==> src/rtl/keypad_scanner.sv <==
// -----------------------------------------------------------------------------
// keypad_scanner
// Scans a 4x4 active-low keypad matrix, debounces press and release, and
// reports the accepted key as {row_idx, col_idx}.
//
// Parameters
//   SCAN_DIV_W   : prescaler width, one scan tick every 2^SCAN_DIV_W clocks
//   DEBOUNCE_CNT : consecutive matching ticks for press/release (1..15)
//   REPEAT_TICKS : auto-repeat interval in ticks (1..255)
//
// Ports
//   clk       : in  system clock, rising edge
//   rst_n     : in  synchronous active-low reset
//   cols[3:0] : in  column sense, active-low (pulled up externally)
//   rows[3:0] : out row drive, active-low one-hot
//   key_code  : out code of last accepted key {row_idx, col_idx}
//   key_valid : out one-clock pulse when key_code is (re)issued
//   key_held  : out high while the accepted key stays pressed
//
// Build option
//   KEYPAD_REPEAT_EN : when defined, a held key re-pulses key_valid every
//                      REPEAT_TICKS ticks with key_code unchanged.
// -----------------------------------------------------------------------------
module keypad_scanner #(
    parameter int SCAN_DIV_W   = 16,
    parameter int DEBOUNCE_CNT = 4,
    parameter int REPEAT_TICKS = 64
) (
    input  logic       clk,
    input  logic       rst_n,
    input  logic [3:0] cols,
    output logic [3:0] rows,
    output logic [3:0] key_code,
    output logic       key_valid,
    output logic       key_held
);

    // Elaboration-time guard on the legal parameter ranges.
    if (DEBOUNCE_CNT < 1 || DEBOUNCE_CNT > 15) begin : g_bad_debounce
        $error("keypad_scanner: DEBOUNCE_CNT must be 1..15");
    end
    if (REPEAT_TICKS < 1 || REPEAT_TICKS > 255) begin : g_bad_repeat
        $error("keypad_scanner: REPEAT_TICKS must be 1..255");
    end

    localparam logic [3:0] DB_MAX = 4'(DEBOUNCE_CNT);

    typedef enum logic [1:0] {ST_SCAN, ST_DEBOUNCE, ST_HELD, ST_RELEASE} state_t;

    state_t                r_state, w_state_nxt;
    logic [SCAN_DIV_W-1:0] r_presc;
    logic [3:0]            r_rows;
    logic [3:0]            r_pattern;
    logic [1:0]            r_row_idx, r_col_idx;
    logic [3:0]            r_db_cnt;
    logic [3:0]            r_key_code;
    logic                  r_key_valid, r_key_held;

    logic       w_tick, w_idle;
    logic [1:0] w_row_now, w_col_now;
    logic [3:0] w_db_inc, w_db_nxt, w_code_nxt;
    logic       w_rotate, w_capture, w_accept, w_release;

`ifdef KEYPAD_REPEAT_EN
    localparam logic [7:0] REP_MAX = 8'(REPEAT_TICKS);
    logic [7:0] r_rep_cnt, w_rep_inc, w_rep_nxt;
    logic       w_rep_fire;
    assign w_rep_inc = (r_rep_cnt == 8'hFF) ? r_rep_cnt : r_rep_cnt + 8'd1;
`endif

    assign w_tick   = &r_presc;
    assign w_idle   = &cols;
    assign w_db_inc = (r_db_cnt == 4'hF) ? r_db_cnt : r_db_cnt + 4'd1;

    // Row currently driven low, and lowest-index low column (lowest wins).
    always_comb begin
        // NOTE: every always_comb output gets a default first so no path can infer a latch.
        w_row_now = 2'd0;
        case (r_rows)
            4'b1101: w_row_now = 2'd1;
            4'b1011: w_row_now = 2'd2;
            4'b0111: w_row_now = 2'd3;
            default: w_row_now = 2'd0;
        endcase
        w_col_now = 2'd0;
        if      (!cols[0]) w_col_now = 2'd0;
        else if (!cols[1]) w_col_now = 2'd1;
        else if (!cols[2]) w_col_now = 2'd2;
        else if (!cols[3]) w_col_now = 2'd3;
    end

    // State register.
    always_ff @(posedge clk) begin
        // NOTE: sequential state is updated with non-blocking assignments only.
        if (!rst_n) r_state <= ST_SCAN;
        else        r_state <= w_state_nxt;
    end

    // Next-state logic; all transitions happen only on a scan tick.
    always_comb begin
        w_state_nxt = r_state;
        if (w_tick) begin
            case (r_state)
                ST_SCAN:
                    if (!w_idle) w_state_nxt = (DB_MAX == 4'd1) ? ST_HELD : ST_DEBOUNCE;
                ST_DEBOUNCE:
                    if (cols != r_pattern)      w_state_nxt = ST_SCAN;
                    else if (w_db_inc == DB_MAX) w_state_nxt = ST_HELD;
                ST_HELD:
                    if (w_idle) w_state_nxt = (DB_MAX == 4'd1) ? ST_SCAN : ST_RELEASE;
                ST_RELEASE:
                    if (!w_idle)                w_state_nxt = ST_HELD;
                    else if (w_db_inc == DB_MAX) w_state_nxt = ST_SCAN;
                default: w_state_nxt = ST_SCAN;
            endcase
        end
    end

    // Output / datapath control decode.
    always_comb begin
        rows       = r_rows;
        key_code   = r_key_code;
        key_valid  = r_key_valid;
        key_held   = r_key_held;
        w_rotate   = 1'b0;
        w_capture  = 1'b0;
        w_accept   = 1'b0;
        w_release  = 1'b0;
        w_db_nxt   = r_db_cnt;
        w_code_nxt = {r_row_idx, r_col_idx};
`ifdef KEYPAD_REPEAT_EN
        w_rep_nxt  = r_rep_cnt;
        w_rep_fire = 1'b0;
`endif
        if (w_tick) begin
            case (r_state)
                ST_SCAN:
                    if (w_idle) begin
                        w_rotate = 1'b1;
                    end else begin
                        // The first sighting already counts as one matching tick.
                        w_capture  = 1'b1;
                        w_db_nxt   = 4'd1;
                        w_code_nxt = {w_row_now, w_col_now};
                        w_accept   = (DB_MAX == 4'd1);
                    end
                ST_DEBOUNCE:
                    if (cols == r_pattern) begin
                        w_db_nxt = w_db_inc;
                        w_accept = (w_db_inc == DB_MAX);
                    end else begin
                        w_rotate = 1'b1;
                        w_db_nxt = 4'd0;
                    end
                ST_HELD:
                    if (w_idle) begin
                        w_db_nxt = 4'd1;
                        if (DB_MAX == 4'd1) begin
                            w_release = 1'b1;
                            w_rotate  = 1'b1;
                            w_db_nxt  = 4'd0;
                        end
                    end
`ifdef KEYPAD_REPEAT_EN
                    else if (w_rep_inc == REP_MAX) begin
                        w_rep_fire = 1'b1;
                        w_rep_nxt  = 8'd0;
                    end else begin
                        w_rep_nxt  = w_rep_inc;
                    end
`endif
                ST_RELEASE:
                    if (w_idle) begin
                        w_db_nxt = w_db_inc;
                        if (w_db_inc == DB_MAX) begin
                            w_release = 1'b1;
                            w_rotate  = 1'b1;
                            w_db_nxt  = 4'd0;
                        end
                    end else begin
                        // Key bounced back down: resume HELD silently.
                        w_db_nxt = 4'd0;
`ifdef KEYPAD_REPEAT_EN
                        w_rep_nxt = 8'd0;
`endif
                    end
                default: ;
            endcase
        end
`ifdef KEYPAD_REPEAT_EN
        if (w_accept) w_rep_nxt = 8'd0;
`endif
    end

    // Datapath registers.
    always_ff @(posedge clk) begin
        if (!rst_n) begin
            r_presc     <= '0;
            r_rows      <= 4'b1110;
            r_pattern   <= 4'hF;
            r_row_idx   <= 2'd0;
            r_col_idx   <= 2'd0;
            r_db_cnt    <= 4'd0;
            r_key_code  <= 4'd0;
            r_key_valid <= 1'b0;
            r_key_held  <= 1'b0;
`ifdef KEYPAD_REPEAT_EN
            r_rep_cnt   <= 8'd0;
`endif
        end else begin
            r_presc     <= r_presc + SCAN_DIV_W'(1);
            r_key_valid <= 1'b0;
            r_db_cnt    <= w_db_nxt;
            if (w_rotate) r_rows <= {r_rows[2:0], r_rows[3]};
            if (w_capture) begin
                r_pattern <= cols;
                r_row_idx <= w_row_now;
                r_col_idx <= w_col_now;
            end
            if (w_accept) begin
                r_key_code  <= w_code_nxt;
                r_key_valid <= 1'b1;
                r_key_held  <= 1'b1;
            end
            if (w_release) r_key_held <= 1'b0;
`ifdef KEYPAD_REPEAT_EN
            r_rep_cnt <= w_rep_nxt;
            if (w_rep_fire) r_key_valid <= 1'b1;
`endif
        end
    end

endmodule

==> config.mk <==
export PLATFORM = sky130hd
export DESIGN_NAME = keypad_scanner
export DESIGN_NICKNAME = d
export VERILOG_FILES = /design/src/rtl/keypad_scanner.sv
export SDC_FILE = /design/constraint.sdc
export NUM_CORES = 1
export LEC_CHECK = 0
export BUFFER_PORTS_ARGS = -buffer_cell sky130_fd_sc_hd__buf_2
export CAP_MARGIN = 30
export CELL_PAD_IN_SITES_DETAIL_PLACEMENT = 1
export CELL_PAD_IN_SITES_GLOBAL_PLACEMENT = 2
export CORE_MARGIN = 4
export CORE_UTILIZATION = 30
export DETAILED_ROUTE_END_ITERATION = 7
export PLACE_DENSITY_LB_ADDON = 0.25
export SETUP_SLACK_MARGIN = 0.05
export SLEW_MARGIN = 15
export SYNTH_ARGS = -nofsm -noshare
export SYNTH_HDL_FRONTEND = slang
export SYNTH_SLANG_ARGS = --single-unit
==> constraint.sdc <==
create_clock -name clk -period 2.4 [get_ports clk]
set_input_delay 0.24 -clock clk [delete_from_list [all_inputs] [get_ports clk]]
set_output_delay 0.24 -clock clk [all_outputs]
set_load 0.05 [all_outputs]
==> results of run 1 <==
power groups by stage:
stage	clock (mW)	sequential [mW]	combinational, mW
after floorplan	0	0.687	0.0254
after global placement	0	0.688	0.0456
after detailed placement	0	0.688	0.0460
after CTS	0.567	0.672	0.0460
after global routing	0.596	0.673	0.0516
final	0.540	0.672	0.0443
final timing paths:
check,from,endpoint,depth (start not counted)
worst max register to register,r_db_cnt[1]$_SDFFE_PN0P_,rows[0]$_SDFFE_PN0P_,6
worst max-delay path,r_db_cnt[1]$_SDFFE_PN0P_,rows[0]$_SDFFE_PN0P_,6
worst min register to register,r_col_idx[1]$_SDFFE_PN0P_,r_col_idx[1]$_SDFFE_PN0P_,2
worst min-delay path,cols[0],r_pattern[0]$_SDFFE_PN1P_,3
cells in the mapped netlist:
master    count
buf_1         1
xor2_1        8
nand4_4       2
nand4_1       5
nand3_4       1
or3_1         6
nor3_1        6
o32ai_4       1
o31a_1        1
nor2b_1       1
nand4b_1      1
clkbuf_1      4
and3_1        4
nand3_2       1
nor4_4        2
ha_1          2
a21oi_1      12
nand2_1      28
inv_1         6
o21ai_0       8
a31oi_1       9
xnor2_1      11
or4b_1        1
mux2i_1      10
nor4_1        4
o21a_1        1
nand3_1       5
o22ai_1       1
dfxtp_1      40
nor2_1       24
o311ai_0      1
nand2b_1      2
and4_1        2
or4_4         1
nand3b_1      2
or4_2         1
and2_1        2
or3b_2        1
layer usage:
layer / GRT usage (%) / wire length, µm / part of all wire (%) / vias up
met5: 0 / 0 / 0 / -
met2: 21.4 / 2250 / 48 / 9
met3: 2.51 / 77 / 1.7 / 7
met1: 16.6 / 2260 / 49 / 762
li1: - / - / - / 824
met4: 4.12 / 65 / 1.4 / 0
layout make-up:
cell class | instances | area [µm²] | share of cell area (%)
clock buffer | 6 | 72.6 | 3.16
clock inverter | 2 | 35.0 | 1.52
inverter | 6 | 22.5 | 0.979
multi-input combinational | 167 | 1130 | 49.1
sequential | 40 | 801 | 34.8
tap | 77 | 96.3 | 4.19
timing repair buffer | 24 | 143 | 6.20
kinds of logic after synthesis:
| family | synth area share (%) |
|---|---|
| AO/OA/AOI/OAI | 11.1 |
| XOR/XNOR | 8.57 |
| adder cells (fa/ha/maj) | 1.29 |
| buffers and inverters | 2.13 |
| flip-flops | 41.2 |
| multiplexers | 5.15 |
| AND/OR/NAND/NOR | 30.5 |
sequential cells by signal, indices dropped and copies added (netlist names):
register   count
r_presc       16
key_code       4
r_db_cnt       4
r_pattern      4
rows           4
r_col_idx      2
r_row_idx      2
r_state        2
key_held       1
key_valid      1
timing repair:
item | in CTS | in global routing
setup buffers | 0 | 1
endpoints found under the setup margin | 0 | 10
hold endpoints to repair | 0 | 0
resized for setup | 0 | 5
hold buffers | 0 | 0
critical path, cell delays in order, from the launching register on:
cell     delay [ps]
dfxtp_1         430
ha_4            190
or3b_2          490
a31oi_4         240
nand2_2         130
o32ai_4         410
mux2i_1         220
==> impl_results.md, run 1 <==
* Status: finished clean
* Vias at 1602
* Root Buffer: clkbuf_8
* Per-cell routed wire length at 14.4 µm
* Worst Hold Class: in2reg
* Max Fanout on Critical Path at 7
* CTS tree: yes
* DRT Pass-1 Iters at 4
* P&R area growth vs syn at 18.4%
* Cell count after synthesis at 218
* Top cells by area, synth: dfxtp_1, nand2_1, mux2i_1
* Total GRT Usage at 12.8%
* Syn Area/Cell at 8.91 µm²
* MaxCap Viol Count at 0
* Max Root-Sink Buffers at 2
* Flop pwr share at 53.5%
* Fmax at 460 MHz
* Internal Pwr Total at 991 µW
* Largest net degree at the start of global routing at 23
* Total placed cells including tap cells at 313
* Final hold vios at 0
* Drt initial violations at 44
* Slew HR at 45.2%
* LEAKAGE at 0.869 nW
* # IOs at 16
* Crit start category: flip-flop
* Setup Slack @ Placement at 96.8 ps
* Core area at 0.00631 mm²
* Dpl cell area at 0.00215 mm²
* Tcrit/Tclk final at 90.5%
* Most frequent cells in the layout: dfxtp_1, nand2_1, nor2_1, buf_2, a21oi_1
* Clock transition at path regs at 80 ps
* Syn nets at 226
* Nets at 252
* IO buf count at 15
* Switching power at 266 µW
* Yosys warning total at 0
* # rows at 29
* Power per Cell Area at 546 mW/mm²
* Via-to-Cell Ratio at 4.98
* Final Critical Period at 2170 ps
* Die area at 0.00782 mm²
* Critical path required time at 2620 ps
* Clock network power share at 43.0%
* WP data arrival at 2400 ps
* Clock Sink Count at 40
* Comb pwr share at 3.5%
* Initial core utilization at 30.8%
* TritonCTS buffer count at 5
* Filler cells at 767
* Peak supply drop at 0.000263 V
* Setup crit end kind: flip-flop
* Critical path type: reg2reg
* Gpl congestion at 0.745
* Count of final setup violators at 0
* Synth unique cells at 38
* Finished Core Util at 36.4%
* Post-synthesis register bit count at 40
* Post-route clock skew at 5.50 ps
* Slew Viols, Final at 0
* Die width at 88.5 µm
* Most common cell after layout, fill and taps aside: dfxtp_1
* Worst skew pair latency at 290 ps
* DR DRC count at 0
* Post-Layout Cell Count at 322
* ANT nets after route at 0
* Layout cells sized above 1 at 18.0%
* Reg-to-reg slack, setup at 230 ps
* Diodes inserted at 0
* Vias in the first global route at 1639
* Pwr Total at 1.26 mW
* GRT overflow at 0
* Slew @ Worst Pin at 822 ps
* Die height at 88.5 µm
* Hold Slack at 251 ps
* DRT Wirelength at 4.65 mm
* RSZ-0062 raised after global routing: false
* Htree depth at 2
* TNS Setup at 0 ps
* First-pass GRT wire length at 7.80 mm
* Final HPWL DP at 3.44 mm
* Cell taking the most area after synthesis: dfxtp_1
* Initial antenna violation count at 0
* Seq/Total Area, Yosys at 41.2%
* Final instance area at 0.00230 mm²
* Net Sw Frac at 21.1%
* Synthesized area at 0.00194 mm²
* Worst Setup Slack, final at 227 ps
* Post-synth top area share at 41.2%
No activity file was read; power rests on OpenSTA's default activity.
==> inputs of run 2 (changes only) <==
--- a/config.mk
+++ b/config.mk
@@ -10,7 +10,7 @@
 export CELL_PAD_IN_SITES_DETAIL_PLACEMENT = 1
 export CELL_PAD_IN_SITES_GLOBAL_PLACEMENT = 2
 export CORE_MARGIN = 4
-export CORE_UTILIZATION = 30
+export CORE_UTILIZATION = 36
 export DETAILED_ROUTE_END_ITERATION = 7
 export PLACE_DENSITY_LB_ADDON = 0.25
 export SETUP_SLACK_MARGIN = 0.05
==> run 2 against run 1 <==
Hold slack worse by 16 ps; fmax down 0.67%; global-route usage up 3.5 points; die area fell by 15%; cell count is 1.2% lower; combinational power grew 3%.
==> impl_results.md, run 2 (synthesis gave the netlist of run 1 again) <==
* Status: finished clean (unchanged)
* Post-Layout Cell Count at 318 (was 322)
* CTS tree: yes (unchanged)
* Grt peak-use layer: met2 (unchanged)
* Count of final setup violators at 0 (unchanged)
* Initial core utilization at 37.5% (was 30.8%)
* LEAKAGE at 0.881 nW (was 0.869 nW)
* Register area at 802 µm² (was 801 µm²)
* Critical path type: reg2reg (unchanged)
* Initial antenna violation count at 0 (unchanged)
* Max Fanout on Critical Path at 5 (was 7)
* Drt initial violations at 35 (was 44)
* Clock Sink Count at 40 (unchanged)
* Net Sw Frac at 22.1% (was 21.1%)
* DR DRC count at 0 (unchanged)
* Vias at 1652 (was 1602)
* Met3 usage at 3.62% (was 2.51%)
* Final HPWL DP at 3.49 mm (was 3.44 mm)
* Flop pwr share at 52.8% (was 53.5%)
* Post-route clock skew at 6.49 ps (was 5.50 ps)
* IO buf count at 15 (unchanged)
* Peak supply drop at 0.000324 V (was 0.000263 V)
* GRT met2 Usage at 28.2% (was 21.4%)
* # rows at 26 (was 29)
* CP endpoint: key_code[2]$_SDFFE_PN0P_ (was rows[0]$_SDFFE_PN0P_)
* DRT Pass-1 Iters at 6 (was 4)
* Tcrit/Tclk final at 91.1% (was 90.5%)
* Fmax at 457 MHz (was 460 MHz)
* Slew @ Worst Pin at 487 ps (was 822 ps)
* Core area at 0.00517 mm² (was 0.00631 mm²)
* DRT Wirelength at 4.66 mm (was 4.65 mm)
* Biggest register: r_presc (unchanged)
* Instance count on the critical path at 6 (unchanged)
* Max Root-Sink Buffers at 2 (unchanged)
* Gpl congestion at 0.801 (was 0.745)
* Total GRT Usage at 16.3% (was 12.8%)
* Area of the multi-input gates at 0.00112 mm² (was 0.00113 mm²)
* Final hold vios at 0 (unchanged)
* Reg2reg end: key_code[2]$_SDFFE_PN0P_ (was rows[0]$_SDFFE_PN0P_)
* Nets at 255 (was 252)
* Pwr Total at 1.27 mW (was 1.26 mW)
* Depth of the most critical reg-to-reg path at 6 (unchanged)
* Reg2reg start: r_presc[10]$_SDFF_PN0_ (was r_db_cnt[1]$_SDFFE_PN0P_)
* Comb pwr share at 3.6% (was 3.5%)
* Worst Setup SP: r_presc[10]$_SDFF_PN0_ (was r_db_cnt[1]$_SDFFE_PN0P_)
* TNS Setup at 0 ps (unchanged)
* Clock network power share at 43.6% (was 43.0%)
* Die width at 81.4 µm (was 88.5 µm)
* Root Buffer: clkbuf_8 (unchanged)
* Slew Viols, Final at 0 (unchanged)
* Per-cell routed wire length at 14.7 µm (was 14.4 µm)
* # IOs at 16 (unchanged)
* Layout cells sized above 1 at 19.8% (was 18.0%)
* Total placed cells including tap cells at 309 (was 313)
* WP buf/inv at 1 (was 0)
* GRT overflow at 0 (unchanged)
* Max reg flops at 16 (unchanged)
* Setup crit end kind: flip-flop (unchanged)
* WP data arrival at 2410 ps (was 2400 ps)
* Most frequent cells in the layout: dfxtp_1, nand2_1, nor2_1, buf_2 (was dfxtp_1, nand2_1, nor2_1, buf_2, a21oi_1)
* Worst Hold Class: in2reg (unchanged)
* Vias in the first global route at 1725 (was 1639)
* Final Critical Period at 2190 ps (was 2170 ps)
* Reg-to-reg slack, setup at 210 ps (was 230 ps)
* Filler cells at 613 (was 767)
* Clock transition at path regs at 80 ps (about the same)
* Grt met1 use at 19.2% (was 16.6%)
* RSZ-0062 raised after global routing: false (unchanged)
* ANT nets after route at 0 (unchanged)
* CP max stage cell: or4_4 (was or3b_2)
* Internal Pwr Total at 991 µW (about the same)
* Hold_buf cts at 0 (unchanged)
* Diodes inserted at 0 (unchanged)
* Crit start category: flip-flop (unchanged)
* Worst skew pair latency at 300 ps (was 290 ps)
* Largest net degree at the start of global routing at 19 (was 23)
* Most common cell after layout, fill and taps aside: dfxtp_1 (unchanged)
* Power per Cell Area at 551 mW/mm² (was 546 mW/mm²)
* Die height at 81.4 µm (was 88.5 µm)
* Slew HR at 66.6% (was 45.2%)
* TritonCTS buffer count at 5 (unchanged)
* Max incr delay on CP at 620 ps (was 490 ps)
* MaxCap Viol Count at 0 (unchanged)
* Htree depth at 2 (unchanged)
* P&R area growth vs syn at 18.9% (was 18.4%)
* Worst path top cell family by delay: simple AND/OR/NAND/NOR gates (was compound AO/OA/AOI/OAI gates)
* First-pass GRT wire length at 8.27 mm (was 7.80 mm)
* Via-to-Cell Ratio at 5.19 (was 4.98)
* Critical path required time at 2630 ps (was 2620 ps)
* Switching power at 281 µW (was 266 µW)
* Worst-path cell chain: nand4_4 -> or4_4 -> nor4_4 -> buf_4 -> o21ai_0 -> a31oi_1 (was ha_4 -> or3b_2 -> a31oi_4 -> nand2_2 -> o32ai_4 -> mux2i_1)
* Die area at 0.00663 mm² (was 0.00782 mm²)
run 2: changes by cell type in the layout (fill, tap and decap cells not counted), sizes merged:
cell	delta
buf	+3
clkinvlp	+1
clkbuf	-1
run 2: worst min-delay path by stage:
stage / start / end / slack, ps / depth (start not counted)
floorplan: cols[0] / r_pattern[0]$_SDFFE_PN1P_ / 370 / 2
global placement: r_col_idx[1]$_SDFFE_PN0P_ / r_col_idx[1]$_SDFFE_PN0P_ / 440 / 2
detailed placement: r_row_idx[0]$_SDFFE_PN0P_ / r_row_idx[0]$_SDFFE_PN0P_ / 460 / 2
CTS: cols[3] / r_pattern[3]$_SDFFE_PN1P_ / 230 / 3
global route: cols[3] / r_pattern[3]$_SDFFE_PN1P_ / 250 / 3
finish: cols[3] / r_pattern[3]$_SDFFE_PN1P_ / 230 / 3
run 2: tightest hold or removal path, stage by stage:
cell	delay, ps
buf_2	130
mux2i_1	70
nand2_1	60
run 2: through the flow:
step	utilization, %	hold slack [ps]	setup WS [ps]	instance area (µm²)
global route	44.6	247	65.2	2310
CTS	44.1	227	106	2280
global placement	41.9	442	188	2170
detailed placement	41.9	460	134	2170
floorplan	-	365	291	1940
finish	44.6	235	213	2310
run 2: metal layers:
layer  vias up  part of all wire (%)
li1        838                     -
met1       790                    46
met2        16                    49
met3         8                   3.2
met4         0                   1.7
met5         -                     0
run 2: power by group through the flow:
stage	registers (mW)	logic [mW]	clock network, mW
after floorplan	0.687	0.0254	0
after global placement	0.687	0.0466	0
after global routing	0.673	0.0524	0.615
final	0.672	0.0455	0.555
after detailed placement	0.688	0.0464	0
after CTS	0.672	0.0469	0.578
run 2: layout make-up:
cell class	count	share of cell area [%]
clock buffers	5	2.98
multi-input cells	167	48.5
clock inverters	3	1.84
inverters	6	0.976
flip-flops and latches	40	34.7
well taps	70	3.79
repair buffers	27	7.15
run 2: what timing repair did:
action | CTS | global route
buffers inserted | 0 | 1
gates resized for setup | 0 | 5
endpoints found under the setup margin | 0 | 9
